[src/rtl/auth_pkg.sv]
// -----------------------------------------------------------------------------
// auth_pkg
// Constants and the state encoding shared by the authentication stages (the
// user-ID checker and the password checker).
// Contents:
//   PW_W, DIGIT_W, ROM_AW, ID_W, ATT_W  datapath widths
//   GUEST_ID                            internal ID reserved for the guest user
//   state_t                             password checker state encoding
//   pw_rom_addr()                       password ROM address for a user index
// -----------------------------------------------------------------------------
package auth_pkg;

    localparam int PW_W    = 16;
    localparam int DIGIT_W = 4;
    localparam int ROM_AW  = 5;
    localparam int ID_W    = 3;
    localparam int ATT_W   = 4;

    localparam logic [ID_W-1:0] GUEST_ID = 3'd0;

    localparam int STATE_W = 4;

    typedef enum logic [STATE_W-1:0] {
        ST_IDLE      = 4'd0,
        ST_D1        = 4'd1,
        ST_D2        = 4'd2,
        ST_D3        = 4'd3,
        ST_D4        = 4'd4,
        ST_FETCH     = 4'd5,
        ST_WAIT      = 4'd6,
        ST_CATCH     = 4'd7,
        ST_COMPARE   = 4'd8,
        ST_LOGGED_IN = 4'd9,
        ST_LOCKED    = 4'd10
    } state_t;

    // User n's password lives at base + n; the sum wraps within the ROM space.
    function automatic logic [ROM_AW-1:0] pw_rom_addr(input logic [ROM_AW-1:0] base,
                                                      input logic [ID_W-1:0]   id);
        return base + {{(ROM_AW - ID_W){1'b0}}, id};
    endfunction

endpackage

[src/rtl/pw_checking_if.sv]
// -----------------------------------------------------------------------------
// pw_checking_if
// Signal bundle between the password checker, its environment (ID checker,
// digit entry buttons, game logic) and the external password ROM.
// Modports:
//   slave   the password checker itself
//   master  everything around it (stimulus, ID checker, ROM, consumers)
// Signals:
//   pwdigit[3:0]       password digit from toggle switches
//   pwenter            one-cycle pulse, latches pwdigit
//   log_out            one-cycle pulse, ends the session
//   matchID            level, a valid user ID has been entered
//   isGuest            level, the matched ID is the guest
//   intID[2:0]         internal user index, valid while matchID=1
//   q_PW_ROM[15:0]     password ROM data, 4 BCD digits, MSD in [15:12]
//   addr_PW_ROM[4:0]   password ROM address
//   logged_in          session active
//   logged_out         complement of logged_in
//   pw_fail            one-cycle pulse per wrong password
//   locked_out         high during lockout
//   attempts[3:0]      wrong attempts in the current session
// -----------------------------------------------------------------------------
interface pw_checking_if import auth_pkg::*; ();

    logic [DIGIT_W-1:0] pwdigit;
    logic               pwenter;
    logic               log_out;
    logic               matchID;
    logic               isGuest;
    logic [ID_W-1:0]    intID;
    logic [PW_W-1:0]    q_PW_ROM;
    logic [ROM_AW-1:0]  addr_PW_ROM;
    logic               logged_in;
    logic               logged_out;
    logic               pw_fail;
    logic               locked_out;
    logic [ATT_W-1:0]   attempts;

    modport slave (
        input  pwdigit, pwenter, log_out, matchID, isGuest, intID, q_PW_ROM,
        output addr_PW_ROM, logged_in, logged_out, pw_fail, locked_out, attempts
    );

    modport master (
        output pwdigit, pwenter, log_out, matchID, isGuest, intID, q_PW_ROM,
        input  addr_PW_ROM, logged_in, logged_out, pw_fail, locked_out, attempts
    );

endinterface

[src/rtl/lockout_timer.sv]
// -----------------------------------------------------------------------------
// lockout_timer
// One-shot down-counter. A start pulse loads LOCK_CYCLES-1; the counter then
// runs down to zero. done_pulse is high in the cycle the count sits at zero,
// so busy is high for exactly LOCK_CYCLES cycles after start.
// Ports:
//   clk         system clock
//   rst         synchronous reset, active-high
//   start       load the counter and begin timing
//   busy        timer running
//   done_pulse  one-cycle pulse, last cycle of the timed interval
// -----------------------------------------------------------------------------
module lockout_timer #(
    parameter int LOCK_CYCLES = 50_000_000
) (
    input  logic clk,
    input  logic rst,
    input  logic start,
    output logic busy,
    output logic done_pulse
);

    localparam int               CNT_W = (LOCK_CYCLES > 1) ? $clog2(LOCK_CYCLES) : 1;
    localparam logic [CNT_W-1:0] LOAD  = CNT_W'(LOCK_CYCLES - 1);

    logic [CNT_W-1:0] cnt;

    always_ff @(posedge clk) begin
        if (rst) begin
            cnt  <= '0;
            busy <= 1'b0;
        end else if (start) begin
            cnt  <= LOAD;
            busy <= 1'b1;
        end else if (busy) begin
            if (cnt == '0) begin
                busy <= 1'b0;
            end else begin
                cnt <= cnt - CNT_W'(1);
            end
        end
    end

    assign done_pulse = busy && (cnt == '0);

endmodule

[src/rtl/pw_checking.sv]
// -----------------------------------------------------------------------------
// pw_checking
// Second authentication stage behind the user-ID checker. Admits a guest
// immediately, otherwise collects four password digits, reads the matched
// user's password from the external ROM and compares. Too many wrong
// passwords lock the user out for LOCK_CYCLES cycles.
// Ports:
//   clk   system clock
//   rst   synchronous reset, active-high, overrides everything
//   bus   pw_checking_if.slave (see interface for the signal list)
//
// state       | meaning
// ------------+---------------------------------------------------------
// IDLE        | no session, waiting for an ID match
// D1..D4      | waiting for password digit 1..4
// FETCH       | drive ROM address for the matched user
// WAIT        | ROM_LATENCY cycles for the ROM data to settle
// CATCH       | register ROM data
// COMPARE     | compare entered password with stored one
// LOGGED_IN   | session active until log_out
// LOCKED      | retry limit reached, waiting for the lockout timer
// -----------------------------------------------------------------------------
module pw_checking import auth_pkg::*; #(
    parameter int                ROM_LATENCY  = 2,
    parameter logic [ROM_AW-1:0] PW_BASE      = 5'd0,
    parameter int                MAX_ATTEMPTS = 3,
    parameter int                LOCK_CYCLES  = 50_000_000
) (
    input  logic         clk,
    input  logic         rst,
    pw_checking_if.slave bus
);

    localparam int               WAIT_W    = (ROM_LATENCY > 1) ? $clog2(ROM_LATENCY) : 1;
    localparam logic [WAIT_W-1:0] WAIT_LOAD = WAIT_W'(ROM_LATENCY - 1);
    localparam logic [ATT_W-1:0]  MAX_ATT   = ATT_W'(MAX_ATTEMPTS);

    state_t             state, next_state;
    logic [PW_W-1:0]    pw;
    logic [PW_W-1:0]    rom_word;
    logic [ROM_AW-1:0]  addr;
    logic [WAIT_W-1:0]  wait_cnt;
    logic [ATT_W-1:0]   attempts;
    logic [ATT_W-1:0]   attempts_inc;
    logic               logged_in;
    logic               logged_out;
    logic               locked_out;
    logic               pw_match;
    logic               timer_start;
    logic               timer_busy;
    logic               timer_done;

    assign pw_match     = (pw == rom_word);
    assign attempts_inc = attempts + ATT_W'(1);

    lockout_timer #(
        .LOCK_CYCLES (LOCK_CYCLES)
    ) u_lockout_timer (
        .clk        (clk),
        .rst        (rst),
        .start      (timer_start),
        .busy       (timer_busy),
        .done_pulse (timer_done)
    );

    always_comb begin
        next_state  = state;
        timer_start = 1'b0;
        case (state)
            ST_IDLE: begin
                if (bus.matchID) begin
                    next_state = bus.isGuest ? ST_LOGGED_IN : ST_D1;
                end
            end
            ST_D1: begin
                if (!bus.matchID)    next_state = ST_IDLE;
                else if (bus.pwenter) next_state = ST_D2;
            end
            ST_D2: begin
                if (!bus.matchID)    next_state = ST_IDLE;
                else if (bus.pwenter) next_state = ST_D3;
            end
            ST_D3: begin
                if (!bus.matchID)    next_state = ST_IDLE;
                else if (bus.pwenter) next_state = ST_D4;
            end
            ST_D4: begin
                if (!bus.matchID)    next_state = ST_IDLE;
                else if (bus.pwenter) next_state = ST_FETCH;
            end
            ST_FETCH: begin
                next_state = bus.matchID ? ST_WAIT : ST_IDLE;
            end
            ST_WAIT: begin
                if (!bus.matchID)         next_state = ST_IDLE;
                else if (wait_cnt == '0)  next_state = ST_CATCH;
            end
            ST_CATCH: begin
                next_state = bus.matchID ? ST_COMPARE : ST_IDLE;
            end
            ST_COMPARE: begin
                // A correct password wins over a simultaneous ID drop.
                if (pw_match) begin
                    next_state = ST_LOGGED_IN;
                end else if (!bus.matchID) begin
                    next_state = ST_IDLE;
                end else if (attempts_inc == MAX_ATT) begin
                    next_state  = ST_LOCKED;
                    timer_start = 1'b1;
                end else begin
                    next_state = ST_D1;
                end
            end
            ST_LOGGED_IN: begin
                if (bus.log_out) next_state = ST_IDLE;
            end
            ST_LOCKED: begin
                // An idle timer here can only mean a lost start; do not hang.
                if (timer_done || !timer_busy) next_state = ST_IDLE;
            end
            default: begin
                next_state = ST_IDLE;
            end
        endcase
    end

    always_ff @(posedge clk) begin
        if (rst) begin
            state      <= ST_IDLE;
            pw         <= '0;
            rom_word   <= '0;
            addr       <= '0;
            wait_cnt   <= '0;
            attempts   <= '0;
            logged_in  <= 1'b0;
            logged_out <= 1'b1;
            locked_out <= 1'b0;
        end else begin
            state      <= next_state;
            logged_in  <= (next_state == ST_LOGGED_IN);
            logged_out <= (next_state != ST_LOGGED_IN);
            locked_out <= (next_state == ST_LOCKED);

            case (state)
                ST_D1:      if (next_state == ST_D2)    pw[15:12] <= bus.pwdigit;
                ST_D2:      if (next_state == ST_D3)    pw[11:8]  <= bus.pwdigit;
                ST_D3:      if (next_state == ST_D4)    pw[7:4]   <= bus.pwdigit;
                ST_D4:      if (next_state == ST_FETCH) pw[3:0]   <= bus.pwdigit;
                ST_FETCH: begin
                    addr     <= pw_rom_addr(PW_BASE, bus.intID);
                    wait_cnt <= WAIT_LOAD;
                end
                ST_WAIT: begin
                    if (wait_cnt != '0) wait_cnt <= wait_cnt - WAIT_W'(1);
                end
                ST_CATCH: begin
                    rom_word <= bus.q_PW_ROM;
                end
                ST_COMPARE: begin
                    if (!pw_match) begin
                        attempts <= attempts_inc;
                        if (next_state == ST_D1) pw <= '0;
                    end
                end
                default: ;
            endcase

            // Every way back to IDLE forgets the entered digits and the count.
            if (next_state == ST_IDLE) begin
                pw       <= '0;
                attempts <= '0;
            end
        end
    end

    assign bus.addr_PW_ROM = addr;
    assign bus.logged_in   = logged_in;
    assign bus.logged_out  = logged_out;
    assign bus.locked_out  = locked_out;
    assign bus.attempts    = attempts;
    assign bus.pw_fail     = (state == ST_COMPARE) && !pw_match;

endmodule

[src/flat_wrapper.sv]
// flat-port wrapper written by rule: the top's interface ports become plain ports
module pw_checking_flat import auth_pkg::*;
#(
    parameter int                ROM_LATENCY  = 2,
    parameter logic [ROM_AW-1:0] PW_BASE      = 5'd0,
    parameter int                MAX_ATTEMPTS = 3,
    parameter int                LOCK_CYCLES  = 50_000_000
)
  (clk, rst, bus_pwdigit, bus_pwenter, bus_log_out, bus_matchID, bus_isGuest, bus_intID, bus_q_PW_ROM, bus_addr_PW_ROM, bus_logged_in, bus_logged_out, bus_pw_fail, bus_locked_out, bus_attempts);
  pw_checking_if bus_i ();
  input  logic clk;
  input  logic rst;
  input wire logic [$bits(bus_i.pwdigit)-1:0] bus_pwdigit;
  input wire logic [$bits(bus_i.pwenter)-1:0] bus_pwenter;
  input wire logic [$bits(bus_i.log_out)-1:0] bus_log_out;
  input wire logic [$bits(bus_i.matchID)-1:0] bus_matchID;
  input wire logic [$bits(bus_i.isGuest)-1:0] bus_isGuest;
  input wire logic [$bits(bus_i.intID)-1:0] bus_intID;
  input wire logic [$bits(bus_i.q_PW_ROM)-1:0] bus_q_PW_ROM;
  output wire logic [$bits(bus_i.addr_PW_ROM)-1:0] bus_addr_PW_ROM;
  output wire logic [$bits(bus_i.logged_in)-1:0] bus_logged_in;
  output wire logic [$bits(bus_i.logged_out)-1:0] bus_logged_out;
  output wire logic [$bits(bus_i.pw_fail)-1:0] bus_pw_fail;
  output wire logic [$bits(bus_i.locked_out)-1:0] bus_locked_out;
  output wire logic [$bits(bus_i.attempts)-1:0] bus_attempts;
  assign bus_i.pwdigit = bus_pwdigit;
  assign bus_i.pwenter = bus_pwenter;
  assign bus_i.log_out = bus_log_out;
  assign bus_i.matchID = bus_matchID;
  assign bus_i.isGuest = bus_isGuest;
  assign bus_i.intID = bus_intID;
  assign bus_i.q_PW_ROM = bus_q_PW_ROM;
  assign bus_addr_PW_ROM = bus_i.addr_PW_ROM;
  assign bus_logged_in = bus_i.logged_in;
  assign bus_logged_out = bus_i.logged_out;
  assign bus_pw_fail = bus_i.pw_fail;
  assign bus_locked_out = bus_i.locked_out;
  assign bus_attempts = bus_i.attempts;
  pw_checking #(.ROM_LATENCY(ROM_LATENCY), .PW_BASE(PW_BASE), .MAX_ATTEMPTS(MAX_ATTEMPTS), .LOCK_CYCLES(LOCK_CYCLES)) u_core (.clk(clk), .rst(rst), .bus(bus_i));
endmodule
[config.mk]
export PLATFORM = sky130hd
export DESIGN_NAME = pw_checking_flat
export DESIGN_NICKNAME = d
export VERILOG_FILES = /design/src/rtl/auth_pkg.sv /design/src/rtl/pw_checking_if.sv /design/src/rtl/lockout_timer.sv /design/src/rtl/pw_checking.sv /design/src/flat_wrapper.sv
export SDC_FILE = /design/constraint.sdc
export NUM_CORES = 1
export LEC_CHECK = 0
export ABC_AREA = 1
export CORE_MARGIN = 10
export CORE_UTILIZATION = 35
export DETAILED_ROUTE_END_ITERATION = 7
export DONT_BUFFER_PORTS = 1
export HOLD_SLACK_MARGIN = 0.12
export SLEW_MARGIN = 20
export SYNTH_ARGS = -nofsm -noshare
export SYNTH_HDL_FRONTEND = slang
export SYNTH_SLANG_ARGS = --single-unit
[constraint.sdc]
create_clock -name clk -period 2.6 [get_ports clk]
set_input_delay 0.39 -clock clk [delete_from_list [all_inputs] [get_ports clk]]
set_output_delay 0.39 -clock clk [all_outputs]
set_load 0.03 [all_outputs]
# Word-level counts from Yosys, hierarchy flattened
# Cells that the tools add are included.
dict set report word_totals {
  register_bits 74
  output_inout_bits 13
  in_bits 29
  elab_cells 112
}
dict set report op_classes {
  mux 42
  eq_ne 27
  n_reduce_logical 23
  n_bitwise 2
  addsub 3
}
# op n
set op_table {}
lappend op_table {{2-to-1 mux 4 bit} 22}
lappend op_table {{2-to-1 mux 26 bit} 3}
lappend op_table {{one-hot mux 4 bit (11 select lines)} 1}
lappend op_table {{2-to-1 mux 16 bit} 2}
lappend op_table {{one-hot mux 4 bit (2 select lines)} 4}
lappend op_table {{logical NOT 26 bit} 1}
lappend op_table {{subtractor 26 x 1 -> 26 bit, second input constant} 1}
lappend op_table {{== test 4 x 3 -> 1 bit, second input constant} 6}
lappend op_table {{== test 4 x 2 -> 1 bit, second input constant} 5}
lappend op_table {{== test 4 bit, second input constant} 5}
lappend op_table {{== test 16 bit} 1}
lappend op_table {{AND reduction 4 bit} 4}
lappend op_table {{inequality test 2 x 1 -> 1 bit, second input constant} 6}
lappend op_table {{nonzero test 2 bit} 6}
lappend op_table {{== test 4 x 1 -> 1 bit, second input constant} 2}
lappend op_table {{logical NOT 4 bit} 2}
lappend op_table {{2-to-1 mux 1 bit} 8}
lappend op_table {{AND reduction 2 bit} 3}
lappend op_table {{adder 4 x 1 -> 4 bit, second input constant} 1}
lappend op_table {{inequality test 4 bit, second input constant} 1}
lappend op_table {{OR reduction 2 bit} 2}
lappend op_table {{2-to-1 mux 3 bit} 1}
lappend op_table {{logical AND 1 bit} 2}
lappend op_table {{logical NOT 1 bit} 2}
lappend op_table {{5 further kinds} 6}

# Longest topological paths before layout
dict set report depth {
  ltp_word 10
  mapped_depth 18
  depth_no_buf 18
}

# Hierarchy
# Synthesis repeated with hierarchy kept, for this count alone.
dict set report unflattened {
  cells_unflattened 720
  hier_area_um2 4446.8
}
# module cells_each area_each_um2 n_inst seq_area_each_um2
set modules_own_cells {}
lappend modules_own_cells {pw_checking 412 2603.7 1 940.9}
lappend modules_own_cells {lockout_timer 308 1843.0 1 540.5}

# Worst setup path after synthesis
# Ideal clock, no wire load.
dict set report synth_path {
  path_kind {flip-flop to flip-flop}
  startpoint {register u_core.attempts[1], in the netlist u_core.bus.attempts[1]}
  endpoint {register u_core.pw[10]}
  setup_ns 0.113
  stages_incl_launch_ff 13
  slack_ns 0.536
  t_required_ns 2.487
  t_arrival_ns 1.951
  synth_period_minus_slack_ns 2.064
  path_buffers 0
  path_cell_list {dfxtp_1 ha_1 xor2_1 nor2_1 nand2_1 nor2_1 nand3_2 nand2_4 nand2_1 o21bai_2 nand3_4 nor2_1 nor2_1}
}
dict set report synth_between {
  elab_chain_len 9
  elab_cells_between_ends 13
  cone_classes {add/sub (1); eq/ne (5); mux (4); reduce/logical (3)}
}
# item line
set synth_lines {}
lappend synth_lines {{from (decl)} pw_checking.sv:43} ;# logic [ATT_W-1:0] attempts;
lappend synth_lines {{from (signal assigned)} pw_checking.sv:161} ;# attempts <= attempts_inc;
lappend synth_lines {{adder 4 x 1 -> 4 bit (*)} pw_checking.sv:54} ;# assign attempts_inc = attempts + ATT_W'(1);
lappend synth_lines {{== test 4 x 2 -> 1 bit (*)} pw_checking.sv:107} ;# end else if (attempts_inc == MAX_ATT) begin
lappend synth_lines {{2-to-1 mux 4 bit (*)} pw_checking.sv:107}
lappend synth_lines {{2-to-1 mux 4 bit (*)} pw_checking.sv:105} ;# end else if (!bus.matchID) begin
lappend synth_lines {{2-to-1 mux 4 bit (*)} pw_checking.sv:103} ;# if (pw_match) begin
lappend synth_lines {{one-hot mux 4 bit (11 select lines) (*)} pw_checking.sv:69} ;# case (state)
lappend synth_lines {{== test 4 x 1 -> 1 bit / == test 4 x 2 -> 1 bit (equally long branches)} {pw_checking.sv:162, pw_checking.sv:146}}
lappend synth_lines {{inequality test 2 x 1 -> 1 bit (no source line)} n/a}
lappend synth_lines {{AND reduction 4 bit (no source line)} n/a}
lappend synth_lines {{to (signal assigned)} pw_checking.sv:146} ;# ST_D2: if (next_state == ST_D3) pw[11:8] <= bus.pwdigit;
lappend synth_lines {{to (decl)} pw_checking.sv:39} ;# logic [PW_W-1:0] pw;
# Every way passes the cells marked *; elsewhere a longest branch is shown, timed or not.
# A chain may end at the register's enable or synchronous reset.

# Worst setup path after layout
dict set report layout_path {
  startpoint {register u_core.u_lockout_timer.cnt[0]}
  endpoint {register u_core.u_lockout_timer.cnt[15]}
}
dict set report layout_between {
  elab_chain_len 4
  elab_cells_between_ends 7
  cone_classes {add/sub (1); eq/ne (1); mux (3); reduce/logical (2)}
}
# item line
set layout_lines {}
lappend layout_lines {{from (decl)} lockout_timer.sv:26} ;# logic [CNT_W-1:0] cnt;
lappend layout_lines {{from (signal assigned)} lockout_timer.sv:39} ;# cnt <= cnt - CNT_W'(1);
lappend layout_lines {{subtractor 26 x 1 -> 26 bit} lockout_timer.sv:39}
lappend layout_lines {{2-to-1 mux 26 bit} lockout_timer.sv:36} ;# if (cnt == '0) begin
lappend layout_lines {{2-to-1 mux 26 bit} lockout_timer.sv:35} ;# end else if (busy) begin
lappend layout_lines {{2-to-1 mux 26 bit} lockout_timer.sv:32} ;# end else if (start) begin
# Parallel ways exist; a longest one is shown, timed or not. The select of a mux whose other input is x is not followed.

==> results.ini <==
[placement]
gp_congestion=0.858
numPortBuffers=0
place_hpwl_mm=7.75

[setup_path]
startpoint=u_core.u_lockout_timer.cnt[0]
rr_worst_depth=14
crit_path_start_kind=flip-flop
path_class=reg2reg
crit_path_cell_trace=inv_1 > ha_1 > nand3_1 > nor2_1 > nand3_2 > nand2_1 > nor3_1 > inv_1 > nor2_1 > nand3_1 > o21ai_0 > nand3_1 > nand2_1 > inv_1
cp.required_ns=2.84
max_stage_delay_ns=0.37
critPathSlowestCell=dfxtp_1
cp_top_family=simple AND/OR/NAND/NOR gates
arrival_ns=2.54
r2r_start=u_core.u_lockout_timer.cnt[0]
crit_fanout=7
cp.depth=14
crit_buf_inv=3
setup.worst_path.end_class=flip-flop

[sta]
skew_ns=0.00856
period_share_pct=88.4
fin_crit_ns=2.30
setup_viol=0
hold_viol=0
maxSlewViolCount=0
fin_tns_setup_ns=0
max_slew.worst_pin.slew_ns=0.679
slew_headroom_pct=54.6
rsz0062_at_grt=false
fmax_mhz=435

[cts]
cts_max_level=3
root_buffer=clkbuf_16
cts_inserted_buffers=9
cts.reportedPaths.clkPinSlew_ns=0.06
tritoncts=built
cts_max_path_buffers=2
cts-resized-gates=0
cts_setup_buffers=0
cts.sinks=74
insertion_delay_ns=0.34

[route]
routedWlPerCell_um=12.8
routed_via_density=4.83
via_count=3830
totalWireLength_mm=10.2
drt_iter0_markers=256
dr.pass1.iters=4
drc_errors=0
final_antenna_net_count=0

[final_layout]
nNetsFinal=679
fillers=1245
antenna_cells=0
drive_gt1_share_pct=12.6
area_delta_synth_final_pct=10.9
ff_latch_area_mm2=0.00148
multi_input_comb_area_mm2=0.00225

[power_and_ir_drop]
power.total_mw=2.65
p_leak_nw=2.28
ir_drop_mv=0.255
powerDensity_mw_per_mm2=574

[yosys]
synthMuxAreaShare_pct=0
synth_top_area_cell=dfxtp_1
ys_warn_count=0
synth_area_mm2=0.00416
synth-seq-cells=74
synthXorXnorAreaFrac_pct=1.89
synth_top_family_by_area=simple AND/OR/NAND/NOR gates
synth_ff_type=dfxtp_1
syn_inst=637
netlist_top_cells_area=dfxtp_1 (36%), nand2_1 (15%), nor2_1 (9.5%)
synth_top_area_share_pct=35.6
synth.most_common_cell=nand2_1
synthAdderAreaFrac_pct=1.20
synth-edff-count=0
ys_seq_area_share_pct=35.6
syn-mean-instance-area_um2=6.54
yosysUniqueCellTypes=40
synth-simple-area-share_pct=40.0
synth_compound_area_share_pct=10.7
synthArstFlopShare_pct=0
ys_top_cells_by_count=nand2_1 (167), nor2_1 (105), inv_1 (82)

[floorplanning]
fp.dieArea_mm2=0.0167
fp-row-count=39
dieHeight_um=129
chipWidth_um=129
core_mm2=0.0115
ios=42
start_util_pct=36.2

[global_routing]
antenna_found_initial=1
top_usage_layer=met2
grt_first_pass_wirelength_mm=17.0
grt_pass1_vias=3639
grt_usage_pct=12.6
use_met2_pct=21.5
met3_usage_pct=2.90
grt_overflow=0
grt_max_degree=32
met1_usage_pct=14.6

[status]
outcome=complete, no violations

[min_path]
min_from=rst
hp-class=in2reg
whs_path_depth=1

[flow_run]
drv_cap=0

area by class of cell:
class | count | share of cell area (%)
clock buffers | 10 | 4.96
flip-flops and latches | 74 | 32.1
repair buffers | 9 | 1.57
well taps | 143 | 3.87
clock inverters | 5 | 0.704
inverters | 100 | 8.18
multi-input cells | 452 | 48.6
where the power goes:
part,switching (mW),internal [mW],leakage (nW)
combinational,0.247,0.109,1.56
clock,0.476,0.637,0.120
sequential,0.0232,1.16,0.597
routing by layer:
metal  part of all wire, %  wire length, um
met1                    45             4540
met2                    49             4940
met5                  0.13               13
met4                   1.9              197
met3                   4.5              462
final timing paths:
path / to / slack (ns)
worst max-delay path: u_core.u_lockout_timer.cnt[15] / 0.30
worst max register to register: u_core.u_lockout_timer.cnt[15] / 0.30
worst min-delay path: u_core.state[2] / 0.14
worst min register to register: u_core.rom_word[10] / 0.46
repair_timing:
action,in CTS,in global routing
endpoints found under the hold margin,14,0
setup endpoints to repair,0,0
hold buffers,2,0
kinds of logic (layout without fill, tap and decap cells):
kind of cell,count (synthesis),count (layout)
flops,74,74
buf+inv,112,124
fa+ha+maj,4,4
simple gates,355,355
other cells,1,2
compound gates,82,82
xor+xnor,9,9
state kept, by name, indices dropped and copies added, names as in the netlist:
signal and cells:
u_core.u_lockout_timer.cnt 26, u_core.pw 16, u_core.rom_word 16, u_core.bus.attempts 4, u_core.state 4, u_core.bus.addr_PW_ROM 3, u_core.bus.locked_out 1, u_core.bus.logged_in 1
u_core.bus.logged_out 1, u_core.u_lockout_timer.busy 1, u_core.wait_cnt 1
stage by stage:
step                      util (%)  setup slack [ns]  instances  hold WS (ns)  instance area (um^2)
after floorplan                  -             0.536        638         0.436                  4170
after global placement        37.7             0.374        776         0.444                  4340
after detailed placement      37.7             0.344        776         0.455                  4340
after CTS                     40.1             0.307        793         0.127                  4620
after global routing          40.1            0.0384        793         0.133                  4620
final                         40.1             0.302        793         0.140                  4620
cells in the final DEF (no fill, tap or decap), drive strengths merged, types with 2 or more instances in the layout:
cell type / n
ha: 4
xor2: 6
dfxtp: 74
dlygate4sd3: 2
nor3: 7
xnor2: 3
a31oi: 5
nand2: 177
a21oi: 37
clkinvlp: 3
o31ai: 2
or2: 3
nand3b: 3
nor4: 3
clkinv: 2
buf: 7
clkbuf: 10
nor2: 123
conb: 2
nand4: 10
nand3: 28
o21ai: 34
inv: 100
worst reg2reg max path: cells and delay by family, from the launching register on:
family / cells / cell delay [ns]
flip-flops: 1 / 0.37
adder cells (fa/ha/maj): 1 / 0.24
AO/OA/AOI/OAI: 1 / 0.19
buffers and inverters: 3 / 0.29
AND/OR/NAND/NOR: 9 / 1.11
Power figures use the tool's default switching activity.
